**config.mk**
```make
export PLATFORM = sky130hd
export DESIGN_NAME = counter_compare
export DESIGN_NICKNAME = d
export VERILOG_FILES = /design/src/rtl/counter_compare.sv
export SDC_FILE = /design/constraint.sdc
export NUM_CORES = 1
export LEC_CHECK = 0
export ABC_AREA = 1
export CAP_MARGIN = 10
export CORE_MARGIN = 1
export CORE_UTILIZATION = 45
export DETAILED_ROUTE_END_ITERATION = 8
export DONT_BUFFER_PORTS = 1
export PLACE_DENSITY = 0.63
export RECOVER_POWER = 25
export SLEW_MARGIN = 20
export SYNTH_ARGS = -nofsm -noshare
export SYNTH_HDL_FRONTEND = slang
export SYNTH_SLANG_ARGS = --single-unit
```
**constraint.sdc**
```tcl
create_clock -name clk -period 1.7 [get_ports clk]
set_clock_uncertainty 0.2 [all_clocks]
set_input_delay 0.34 -clock clk [delete_from_list [all_inputs] [get_ports clk]]
set_output_delay 0.34 -clock clk [all_outputs]
set_load 0.05 [all_outputs]
```
**src/rtl/counter_compare.sv**
```systemverilog
// Compare/PWM stage behind the prescaled counter: per-channel compare registers,
// match flags (W1C) with interrupt, registered PWM levels, iomem-style register bus.

module counter_compare_ch #(
    parameter int CNT_W = 32
) (
    input  logic             clk,
    input  logic             resetn,
    input  logic             en,
    input  logic             cnt_tick,
    input  logic [CNT_W-1:0] cnt_value,
    input  logic [3:0]       cmp_we,
    input  logic [CNT_W-1:0] wdata,
    input  logic             clr,
    output logic [CNT_W-1:0] cmp,
    output logic             flag,
    output logic             pwm
);
    // compare and PWM both see the pre-write CMP value in a write cycle
    logic hit;
    assign hit = cnt_tick && en && (cnt_value == cmp);

    always_ff @(posedge clk or negedge resetn) begin
        if (!resetn) begin
            cmp  <= '0;
            flag <= 1'b0;
            pwm  <= 1'b0;
        end else begin
            for (int b = 0; b < CNT_W; b++)
                if (cmp_we[b/8]) cmp[b] <= wdata[b];
            flag <= hit | (flag & ~clr);
            pwm  <= en && (cnt_value < cmp);
        end
    end
endmodule

module counter_compare #(
    parameter int NUM_CH = 2,
    parameter int CNT_W  = 32
) (
    input  logic             clk,
    input  logic             resetn,
    input  logic [3:0]       reg_we,
    input  logic [3:0]       reg_re,
    input  logic [3:0]       reg_addr,
    input  logic [31:0]      reg_di,
    output logic [31:0]      reg_do,
    output logic             ready,
    input  logic [CNT_W-1:0] cnt_value,
    input  logic             cnt_tick,
    output logic [NUM_CH-1:0] pwm_out,
    output logic             irq
);
    typedef enum logic [1:0] {IDLE, ACK, HOLD} state_t;

    state_t                        state, state_nxt;
    logic                          do_wr, do_rd;
    logic                          wr_req, rd_req;
    logic                          en;
    logic [NUM_CH-1:0]             ie;
    logic [NUM_CH-1:0]             flag;
    logic [NUM_CH-1:0]             clr;
    logic [NUM_CH-1:0][CNT_W-1:0]  cmp;
    logic [31:0]                   rdata;

    assign wr_req = |reg_we;
    assign rd_req = |reg_re;

    always_comb begin
        state_nxt = state;
        do_wr     = 1'b0;
        do_rd     = 1'b0;
        case (state)
            IDLE: begin
                if (wr_req) begin
                    do_wr     = 1'b1;
                    state_nxt = ACK;
                end else if (rd_req) begin
                    do_rd     = 1'b1;
                    state_nxt = ACK;
                end
            end
            ACK:     state_nxt = HOLD;
            HOLD:    if (!wr_req && !rd_req) state_nxt = IDLE;
            default: state_nxt = IDLE;
        endcase
    end

    always_comb begin
        rdata = '0;
        case (reg_addr)
            4'd0: begin
                rdata[0]          = en;
                rdata[8 +: NUM_CH] = ie;
            end
            4'd1:    rdata[NUM_CH-1:0] = flag;
            default: begin
                for (int ch = 0; ch < NUM_CH; ch++)
                    if (reg_addr == 4'(ch + 2)) rdata[CNT_W-1:0] = cmp[ch];
            end
        endcase
    end

    assign clr = (do_wr && reg_addr == 4'd1 && reg_we[0]) ? reg_di[NUM_CH-1:0] : '0;

    always_ff @(posedge clk or negedge resetn) begin
        if (!resetn) begin
            state  <= IDLE;
            ready  <= 1'b0;
            reg_do <= '0;
            en     <= 1'b0;
            ie     <= '0;
            irq    <= 1'b0;
        end else begin
            state <= state_nxt;
            ready <= (state_nxt == ACK);
            if (do_rd)
                reg_do <= rdata;
            else if (state == HOLD && state_nxt == IDLE)
                reg_do <= '0;
            if (do_wr && reg_addr == 4'd0) begin
                if (reg_we[0]) en <= reg_di[0];
                if (reg_we[1]) ie <= reg_di[8 +: NUM_CH];
            end
            irq <= |(flag & ie);
        end
    end

    for (genvar ch = 0; ch < NUM_CH; ch++) begin : g_ch
        logic [3:0] cmp_we;
        assign cmp_we = (do_wr && reg_addr == 4'(ch + 2)) ? reg_we : 4'b0000;

        counter_compare_ch #(.CNT_W(CNT_W)) u_ch (
            .clk       (clk),
            .resetn    (resetn),
            .en        (en),
            .cnt_tick  (cnt_tick),
            .cnt_value (cnt_value),
            .cmp_we    (cmp_we),
            .wdata     (reg_di[CNT_W-1:0]),
            .clr       (clr[ch]),
            .cmp       (cmp[ch]),
            .flag      (flag[ch]),
            .pwm       (pwm_out[ch])
        );
    end
endmodule
```
==> flow_metrics.tcl, run 1 <==
set metrics [dict create \
    status "finished, violations left" \
    cts_inserted_buffers 9 \
    cts_root_buffer "clkbuf_16" \
    route.vias.total 5418 \
    timing.fmax_mhz 594 \
    die_h_microns 122 \
    finalHoldViolCount 107 \
    vias_per_cell 5.18 \
    setup_slack_ps 15.8 \
    ant_nets 0 \
    worstPathRequired_ps 1800 \
    seq_area_frac_synth 0.413 \
    fp.coreArea_sq_mm 0.0140 \
    n_antenna_cell 0 \
    crit_path_max_fanout 2 \
    totalWireLength_mm 17.3 \
    p_sw_frac 0.364 \
    synth-seq-cells 107 \
    core.rowCount 43 \
    first_global_vias 5507 \
    arrival_ps 1790 \
    dp_slack_ps -237 \
    gp_congestion 0.858 \
    synth_area_sq_mm 0.00649 \
    tritoncts "done" \
    p_sw_mw 3.83 \
    grt_overflow_total 0 \
    wl_per_cell_microns 16.5 \
    grtUsageTotal 0.232 \
    drtPass1Iterations 4 \
    cts_hold_buf 29 \
    pwr-share-seq 0.365 \
    grt_antenna_before_repair 0 \
    power.leakage_nw 4.06 \
    end_kind "flop" \
    min_path_type "input port to asynchronous set/reset pin" \
    final_area_sq_mm 0.00831 \
    syn_avg_cell_area_sq_um 8.27 \
    min_period_over_period 0.991 \
    clk_pin_slew_ps 70 \
    startpoint_type "flop" \
    drc 0 \
    slew_headroom 0.626 \
    dieArea_sq_mm 0.0149 \
    ys_types 32 \
    nFillCells 1190 \
    setup_viol 0 \
    rsz0062_at_grt "yes" \
    drive_gt1_frac 0.287 \
    dpl.hpwl_mm 12.3 \
    criticalPathCategory "flop to flop" \
    drtIter0Drc 348 \
    cap_violations 0 \
    dpl_cell_area_sq_mm 0.00694 \
    fin_nets 1003 \
    tightestPinTransition_ps 561 \
    power_frac_clock 0.231 \
    initial_core_util 0.464 \
    violations "hold timing" \
    grt_max_degree 108 \
    grt_pass1_wl_mm 26.5 \
    combPwrFrac 0.404 \
    synth_fp_nets 928 \
    insertion_delay_ps 360 \
    yosysWarningCount 0 \
    clockBufferDepth 2 \
    cts_max_level 3 \
    hold_ws_ps -530 \
    io_pins 115 \
    ir_drop_uv 629 \
    power_density_mw_per_mm2 1270 \
    p_int_mw 6.69 \
    port_buffers 0 \
    clock-sinks 107 \
    syn_to_final_growth_pct 28.1 \
    die_w_microns 122 \
    syn_inst 785 \
    period_needed_ps 1680 \
    slew_violations 0 \
]
==> synthesized netlist by cell type (all sizes together) <==
cell type / count / area [sq um]
nand2: 223 / 877
inv: 129 / 484
dfrtp: 107 / 2680
o21ai: 79 / 606
ha: 64 / 801
nand3: 45 / 235
nor2: 40 / 195
o22ai: 29 / 181
a21oi: 24 / 120
buf: 22 / 165
o21bai: 5 / 37.5
clkbuf: 4 / 15.0
nor3: 3 / 15.0
o21a: 3 / 22.5
nand4: 2 / 12.5
a211oi: 1 / 7.51
a21boi: 1 / 7.51
a21o: 1 / 7.51
a31oi: 1 / 6.26
nor3b: 1 / 7.51
o211ai: 1 / 7.51
==> layout make-up <==
type	instances	area, sq um	share of cell area
sequential	107	2680	0.322
timing repair buffer	90	836	0.101
tap	180	225	0.0271
multi-input combinational	523	3750	0.451
inverter	129	484	0.0582
clock inverter	5	100	0.0120
clock buffer	11	243	0.0292
==> power by group through the flow <==
stage,combinational (mW),sequential [mW],clock (mW)
final,4.25,3.84,2.43
after global routing,4.75,3.91,2.57
after CTS,3.40,3.82,2.49
after detailed placement,3.10,3.86,0
after global placement,2.94,3.83,0
after floorplan,2.34,3.69,0
==> final timing paths <==
path,from,endpoint,slack [ps],cells after the start
max in group asynchronous,resetn,g_ch[0].u_ch.cmp[27],1680,0
worst max-delay path,g_ch[1].u_ch.cmp[11],g_ch[1].u_ch.flag,20,9
worst max register to register,g_ch[1].u_ch.cmp[11],g_ch[1].u_ch.flag,20,9
worst min-delay path,resetn,g_ch[0].u_ch.cmp[14],-530,0
min in group clk,reg_di[8],g_ch[1].u_ch.cmp[8],20,2
worst min register to register,g_ch[0].u_ch.cmp[5],g_ch[0].u_ch.cmp[5],280,2
==> layout by cell type, fill, tap and decap left out, drive strengths merged, types with 2 or more instances in the layout <==
master	netlist	layout
o21ai	79	79
clkinv	0	2
ha	64	64
a21oi	24	24
dlygate4sd3	0	29
clkbuf	4	11
nor2	40	40
nor3	3	3
o21bai	5	5
nand4	2	2
buf	22	61
dfrtp	107	107
nand2	223	223
nand3	45	45
inv	129	129
bufinv	0	3
o22ai	29	29
o21a	3	3
==> critical path: stages, from the launching register on <==
cell     delay [ps]
dfrtp_1         350
inv_1            60
ha_1            310
nand2_2          80
nor2_2          120
nand2_2          80
nor3_4          190
buf_4           130
nand3_2          50
nand2_1          60
==> cells by family after synthesis <==
group / count (synthesis) / share of synthesized area
simple gates: 314 / 0.207
compound gates: 145 / 0.155
fa+ha+maj: 64 / 0.123
buf+inv: 155 / 0.102
flops: 107 / 0.413
==> stage by stage <==
step / setup TNS (ps) / util / std cells / power [mW] / hold WS, ps
floorplan: 0 / - / 785 / 6.03 / -156
global placement: -458 / 0.496 / 981 / 6.77 / -151
detailed placement: -922 / 0.496 / 981 / 6.96 / -152
CTS: -49.8 / 0.552 / 1028 / 9.70 / -542
global route: -245 / 0.594 / 1045 / 11.2 / -542
finish: 0 / 0.594 / 1045 / 10.5 / -530
==> registers in the layout (all words and copies together) (netlist names) <==
| register | flops |
|---|---|
| g_ch.u_ch.flag | 2 |
| en | 1 |
| reg_do | 32 |
| state | 2 |
| g_ch.u_ch.pwm | 2 |
| g_ch.u_ch.cmp | 64 |
| ie | 2 |
| irq | 1 |
| ready | 1 |
==> routing by layer <==
metal | vias up | part of all wire | track usage
met3 | 23 | 0.054 | 0.0534
met4 | 0 | 0.017 | 0.0938
met5 | - | 0 | 0
li1 | 2689 | - | -
met1 | 2587 | 0.42 | 0.284
met2 | 119 | 0.50 | 0.393
==> timing repair <==
action | 4_1_cts | 5_1_grt
buffers inserted | 2 | 17
endpoints found under the setup margin | 4 | 42
resized for setup | 25 | 86
pin swaps | 13 | 33
hold endpoints to repair | 165 | 107
No activity file was read; power rests on OpenSTA's default activity.
==> run 2: changes to the inputs <==
TNS_END_PERCENT = 20   (was unset)
==> results of run 2 <==
No change in the layout: final DEF, timing and power equal those of run 1.
